### config.mk
export PLATFORM = sky130hd
export DESIGN_NAME = nnrv_exec_muldiv
export DESIGN_NICKNAME = d
export VERILOG_FILES = /design/src/rtl/nnrv_exec_muldiv.sv
export SDC_FILE = /design/constraint.sdc
export NUM_CORES = 2
export LEC_CHECK = 0
export CAP_MARGIN = 0
export CORE_MARGIN = 1.5
export CORE_UTILIZATION = 48
export CTS_CLUSTER_DIAMETER = 60
export DETAILED_ROUTE_END_ITERATION = 7
export PLACE_DENSITY = 0.63
export SLEW_MARGIN = 20
export SYNTH_ARGS = -nofsm -noshare
export SYNTH_HDL_FRONTEND = slang
export SYNTH_SLANG_ARGS = --single-unit
### constraint.sdc
create_clock -name i_clk -period 12.8 [get_ports i_clk]
set_input_delay 1.92 -clock i_clk [delete_from_list [all_inputs] [get_ports i_clk]]
set_output_delay 1.92 -clock i_clk [all_outputs]
set_load 0.05 [all_outputs]
### src/rtl/nnrv_exec_muldiv.sv
// Iterative RV64M/RV32M multiply/divide unit for the exec stage.
// Radix-2 shift-add multiply and restoring divide on operand magnitudes, sign fixed up at the end.
module nnrv_exec_muldiv #(
    parameter int unsigned XLEN = 64
) (
    input  logic            i_clk,
    input  logic            i_rst,
    input  logic            i_valid,
    input  logic [2:0]      i_op,
    input  logic            i_op_32bit,
    input  logic [XLEN-1:0] i_op1,
    input  logic [XLEN-1:0] i_op2,
    input  logic [4:0]      i_rd,
    input  logic            i_rd_en,
    input  logic            i_kill,
    output logic            o_ready,
    output logic            o_busy,
    output logic            o_rd_en,
    output logic [4:0]      o_rd,
    output logic            o_rd_ready,
    output logic [XLEN-1:0] o_rd_reg
);

    localparam int unsigned CW = $clog2(XLEN) + 1;

    typedef enum logic [1:0] {
        S_IDLE,
        S_CALC,
        S_FIX
    } state_e;

    state_e              state_q, state_d;
    logic [CW-1:0]       cnt_q, cnt_d;
    logic [2:0]          op_q, op_d;
    logic                w_q, w_d;
    logic                neg_q, neg_d;
    logic                spc_q, spc_d;
    logic                rd_en_q, rd_en_d;
    logic [4:0]          rd_q, rd_d;
    logic                rdy_q, rdy_d;
    logic [XLEN-1:0]     res_q, res_d;
    logic [XLEN-1:0]     sh_q, sh_d;
    logic [XLEN-1:0]     b_q, b_d;
    logic [2*XLEN-1:0]   acc_q, acc_d;

    function automatic logic [XLEN-1:0] sext32(input logic [XLEN-1:0] x);
        logic signed [31:0] t;
        t = x[31:0];
        return XLEN'(t);
    endfunction

    // Accept-side operand preparation
    logic            w_in, s1, s2, n1, n2, div_zero, min_neg, ovf, spc_in, neg_in;
    logic [2:0]      op_in;
    logic [XLEN-1:0] a_ext, b_ext, m1, m2, a_res, spc_val;

    always_comb begin
        w_in  = (XLEN == 64) && i_op_32bit;
        // W-mode high multiplies degrade to MULW
        op_in = (w_in && !i_op[2] && (i_op != 3'd0)) ? 3'd0 : i_op;
        s1    = (op_in == 3'd1) || (op_in == 3'd2) || (op_in == 3'd4) || (op_in == 3'd6);
        s2    = (op_in == 3'd1) || (op_in == 3'd4) || (op_in == 3'd6);
        a_ext = w_in ? (s1 ? sext32(i_op1) : XLEN'(i_op1[31:0])) : i_op1;
        b_ext = w_in ? (s2 ? sext32(i_op2) : XLEN'(i_op2[31:0])) : i_op2;
        n1    = s1 && a_ext[XLEN-1];
        n2    = s2 && b_ext[XLEN-1];
        m1    = n1 ? -a_ext : a_ext;
        m2    = n2 ? -b_ext : b_ext;
        a_res = w_in ? sext32(i_op1) : i_op1;

        div_zero = (b_ext == '0);
        min_neg  = w_in ? (i_op1[31:0] == 32'h8000_0000)
                        : (i_op1 == {1'b1, {(XLEN-1){1'b0}}});
        ovf      = ((op_in == 3'd4) || (op_in == 3'd6)) && min_neg && (b_ext == '1);
        spc_in   = op_in[2] && (div_zero || ovf);
        if (!op_in[1])
            spc_val = div_zero ? '1 : a_res;
        else
            spc_val = div_zero ? a_res : '0;
        neg_in = (op_in == 3'd6) ? n1 : (n1 ^ n2);
    end

    // Iteration datapath
    logic              top_bit;
    logic [2*XLEN-1:0] mul_nxt;
    logic [XLEN:0]     r2, diff;

    always_comb begin
        top_bit = w_q ? sh_q[31] : sh_q[XLEN-1];
        mul_nxt = (acc_q << 1) + (top_bit ? {{XLEN{1'b0}}, b_q} : '0);
        r2      = {acc_q[XLEN-1:0], top_bit};
        diff    = r2 - {1'b0, b_q};
    end

    // Sign correction and result select
    logic [2*XLEN-1:0] prod_s;
    logic [XLEN-1:0]   q_s, r_s, raw, fin;

    always_comb begin
        prod_s = neg_q ? -acc_q : acc_q;
        q_s    = neg_q ? -sh_q : sh_q;
        r_s    = neg_q ? -acc_q[XLEN-1:0] : acc_q[XLEN-1:0];
        case (op_q)
            3'd0:       raw = prod_s[XLEN-1:0];
            3'd1, 3'd2,
            3'd3:       raw = prod_s[2*XLEN-1:XLEN];
            3'd4, 3'd5: raw = q_s;
            default:    raw = r_s;
        endcase
        if (spc_q)
            fin = acc_q[XLEN-1:0];
        else
            fin = w_q ? sext32(raw) : raw;
    end

    always_comb begin
        state_d = state_q;
        cnt_d   = cnt_q;
        op_d    = op_q;
        w_d     = w_q;
        neg_d   = neg_q;
        spc_d   = spc_q;
        rd_en_d = rd_en_q;
        rd_d    = rd_q;
        rdy_d   = 1'b0;
        res_d   = res_q;
        sh_d    = sh_q;
        b_d     = b_q;
        acc_d   = acc_q;

        case (state_q)
            S_IDLE: begin
                if (i_valid && !i_kill) begin
                    op_d    = op_in;
                    w_d     = w_in;
                    neg_d   = neg_in;
                    spc_d   = spc_in;
                    rd_d    = i_rd;
                    rd_en_d = i_rd_en;
                    sh_d    = m1;
                    b_d     = m2;
                    cnt_d   = w_in ? CW'(32) : CW'(XLEN);
                    if (spc_in) begin
                        acc_d   = {{XLEN{1'b0}}, spc_val};
                        state_d = S_FIX;
                    end else begin
                        acc_d   = '0;
                        state_d = S_CALC;
                    end
                end
            end
            S_CALC: begin
                if (i_kill) begin
                    state_d = S_IDLE;
                    rd_en_d = 1'b0;
                end else begin
                    if (op_q[2]) begin
                        acc_d = {{XLEN{1'b0}}, diff[XLEN] ? r2[XLEN-1:0] : diff[XLEN-1:0]};
                        sh_d  = {sh_q[XLEN-2:0], ~diff[XLEN]};
                    end else begin
                        acc_d = mul_nxt;
                        sh_d  = {sh_q[XLEN-2:0], 1'b0};
                    end
                    cnt_d = cnt_q - CW'(1);
                    if (cnt_q == CW'(1))
                        state_d = S_FIX;
                end
            end
            S_FIX: begin
                state_d = S_IDLE;
                if (i_kill) begin
                    rd_en_d = 1'b0;
                end else begin
                    res_d = fin;
                    rdy_d = 1'b1;
                end
            end
            default: state_d = S_IDLE;
        endcase
    end

    always_ff @(posedge i_clk or posedge i_rst) begin
        if (i_rst) begin
            state_q <= S_IDLE;
            cnt_q   <= '0;
            op_q    <= '0;
            w_q     <= 1'b0;
            neg_q   <= 1'b0;
            spc_q   <= 1'b0;
            rd_en_q <= 1'b0;
            rd_q    <= '0;
            rdy_q   <= 1'b0;
            res_q   <= '0;
            sh_q    <= '0;
            b_q     <= '0;
            acc_q   <= '0;
        end else begin
            state_q <= state_d;
            cnt_q   <= cnt_d;
            op_q    <= op_d;
            w_q     <= w_d;
            neg_q   <= neg_d;
            spc_q   <= spc_d;
            rd_en_q <= rd_en_d;
            rd_q    <= rd_d;
            rdy_q   <= rdy_d;
            res_q   <= res_d;
            sh_q    <= sh_d;
            b_q     <= b_d;
            acc_q   <= acc_d;
        end
    end

    assign o_ready    = (state_q == S_IDLE);
    assign o_busy     = (state_q != S_IDLE);
    assign o_rd_en    = rd_en_q;
    assign o_rd       = rd_q;
    assign o_rd_ready = rdy_q;
    assign o_rd_reg   = res_q;

endmodule

==> results.toml <==
[outcome]
outcome = "complete, but fails checks"
violations = "DRC"

[die]
die-height_um = 269.7
coreArea_mm2 = 0.07027
chipWidth_um = 269.7
die_outline_area_mm2 = 0.07274
floorplan.io_pins = 215
initial_utilization = 0.4859
rows = 97

[timing]
final.setup_skew_ps = 36.50
fmax_ghz = 0.1466
total_negative_setup_slack_ps = 0
layout_worst_path_cycle_share = 0.5331
rsz0062_at_grt = "no"
worstMarginPinSlew_ps = 1092
max_slew_margin = 0.2656
setup_viol = 0
fin_worst_hold_slack_ps = 474.9
hold_viol = 0
final-max-slew-violation-count = 0
layout_min_cycle_time_ps = 6824

[synth]
postSynthNetCount = 5013
synth.top_cell.area_share = 0.2507
synth_sequential_area_ratio = 0.2507
yosys.cell_types.count = 85
ys_seq_elements = 342
netlist_top_cells_area = "dfrtp_1, o21ai_0, nand2_1, a21oi_1, xnor2_1"
synth_edf_count = 0
most_used_standard_cells_in_the_synthesized_netlist = "nand2_1, o21ai_0, nor2_1"
yosysMostFrequentCell = "nand2_1"
async_flop_share = 1.000
netlist_area_mm2 = 0.03414
yosysWarningCount = 0
syn_inst = 4731
synthDominantAreaCellType = "dfrtp_1"
synth_area_per_cell_um2 = 7.217
synth_top_flop_cell = "dfrtp_1"

[detailed_routing]
wl_met1_mm = 58.34
postRouteWirelength_mm = 128.9
first_pass_drt_iterations = 8
detailroute.wirelength.met3_mm = 9.443
drc_marker_count_from_the_first_detailed_route_iteration = 3861
drc = 2
met2_length_mm = 56.04
detail_route.wl_per_cell_um = 22.73
detail_route.vias_per_cell = 6.242
ant_nets = 0
highest-signal-layer = "met5"
route.vias.total = 35410

[job]
cap_violations = 0

[clocking]
cts-root-to-sink-buffers = 3
clk-insertion-delay-late_ps = 610
post-cts-setup-buffer-count = 0
holdBufCountCts = 0
post_cts_resize_count = 0
clock_sinks = 342
clk_root_buffer_cell = "clkbuf_16"
htree_levels = 2
cts_tree = "built"
cts_made_buffers = 46
path_clk_slew_ps = 60

[pwr]
design_power_total_uw = 10820
p_leak_uw = 0.01537
vdd_ir_drop_max_uv = 155.8
p_per_area_mw_per_mm2 = 283.3

[placement]
io_buffers = 214
placed_cell_area_mm2 = 0.03664
gp_congestion = 0.9716
place.detailed.hpwl_mm = 99.53

[worst_setup_path]
arrival_ps = 7350
path_buf_inv = 2
critical_path.slowest_cell = "nor3_1"
cp.depth = 13
cp_cell_sequence = "clkdlybuf4s50_1 > or4_1 > nor4b_1 > nand4_1 > nor3_1 > o211ai_1 > a21oi_4 > buf_4 > nand2b_1 > nor2_1 > o221ai_1 > a21oi_1 > o22ai_1"
worst_setup_path_end_kind = "register"
worst_r2r_path_depth = 17
crit_required_ps = 13320
largest_fanout_on_the_critical_path = 42
timing.critical_path.from_type = "input port"
crit_path_max_incr_delay_ps = 850
worstSetupPathType = "input port to register"
worst_path_dominant_cell_family = "simple AND/OR/NAND/NOR gates"

[layout]
syn2layout_area_growth_pct = 11.80
area.sequential_mm2 = 0.008562
n_fill_cell = 7001
layout-drive-gt1-share = 0.04864
final_design_area_no_fill_mm2 = 0.03817
footprint_of_the_multi_input_gates_mm2 = 0.02380
nNetsFinal = 4976
largest_register_ffs = 128

[global_routing]
grt_pass1_wl_mm = 197.4
grt.total_usage = 0.3432
pin_count_of_the_biggest_net_entering_global_routing = 122
first_global_vias = 32610
grt-ovfl-total = 0
antenna_violations_before_repair = 7

[min_path]
cell_depth_of_the_worst_min_delay_path = 2
min_path_type = "register to register"
## worst reg2reg max path, cell delays in order (launching register included)
cell,delay [ps]
dfrtp_1,470
mux2i_4,190
buf_4,560
inv_1,170
nand2_1,150
inv_1,60
ha_1,290
a211oi_1,90
o21ai_0,330
nand4_1,300
a2111oi_0,870
o21a_1,270
a211o_1,240
a31o_2,470
and3_1,680
nand4_1,230
xnor2_1,180
o22ai_1,80
## per-layer routing
metal,up-vias,global-route usage
met2,1481,0.5268
li1,16990,-
met4,4,0.1336
met3,247,0.04088
met1,16690,0.4901
met5,-,0
## worst paths after layout
kind / start / end / slack [ps]
min reg2reg: b_q[52] / b_q[52] / 470
max reg2reg: sh_q[63] / acc_q[102] / 7020
min in group asynchronous: i_rst / o_rd_ready / 1830
max: i_op2[2] / acc_q[61] / 5980
max in group asynchronous: i_rst / acc_q[24] / 8760
min: b_q[52] / b_q[52] / 470
## per-stage QoR
step           setup WS, ps  utilization  cells
2_1_floorplan          1400            -   4731
3_3_place_gp           5467       0.5214   5586
3_5_place_dp           5417       0.5214   5586
4_1_cts                6031       0.5431   5669
5_1_grt                5498       0.5432   5672
6_report               5976       0.5432   5673
## report_power, final
part	internal [µW]	total [µW]	leakage [µW]	switching, µW
Combinational	2650	7300	0.0102	4650
Clock	779	1310	0.000754	534
Sequential	1490	2200	0.00441	712
Total	4920	10800	0.0154	5900
## layout make-up
| class | count | share of cell area |
|---|---|---|
| inverter | 129 | 0.01288 |
| multi-input combinational | 3899 | 0.6236 |
| antenna | 4 | 0.0002622 |
| tap | 940 | 0.03081 |
| clock buffer | 65 | 0.03442 |
| timing repair buffer | 276 | 0.06818 |
| clock inverter | 18 | 0.005572 |
| sequential | 342 | 0.2243 |
## placed cells by master (no fill, tap or decap), drive strengths merged, types with 12 or more instances in the layout
cell / n
nand3: 74
a22oi: 13
nand2b: 41
xnor2: 240
mux2: 25
o31ai: 90
o211ai: 35
or4: 47
and2: 25
and3: 42
o21bai: 31
or3: 68
a221oi: 20
a211oi: 31
nor4: 52
a21o: 75
inv: 132
nand2: 603
o21a: 30
o41ai: 38
o21ai: 498
clkinv: 12
nor3: 140
nand4: 89
a21oi: 426
o22ai: 82
nor2: 438
or2: 27
dfrtp: 342
buf: 63
xor2: 203
a31oi: 45
nor2b: 30
clkbuf: 65
mux2i: 37
ha: 138
o32ai: 13
clkdlybuf4s50: 213
## logic make-up (layout without fill, tap and decap cells)
logic type | Yosys count | in the layout | share of synthesized area
multiplexers | 62 | 62 | 0.01909
AND/OR/NAND/NOR | 1716 | 1716 | 0.2356
other | 0 | 4 | 0
buffers and inverters | 490 | 488 | 0.05479
AO/OA/AOI/OAI | 1538 | 1538 | 0.2744
XOR/XNOR | 443 | 443 | 0.1136
flip-flops | 342 | 342 | 0.2507
adder cells (fa/ha/maj) | 140 | 140 | 0.05174
(Power assumes the default switching activity.)
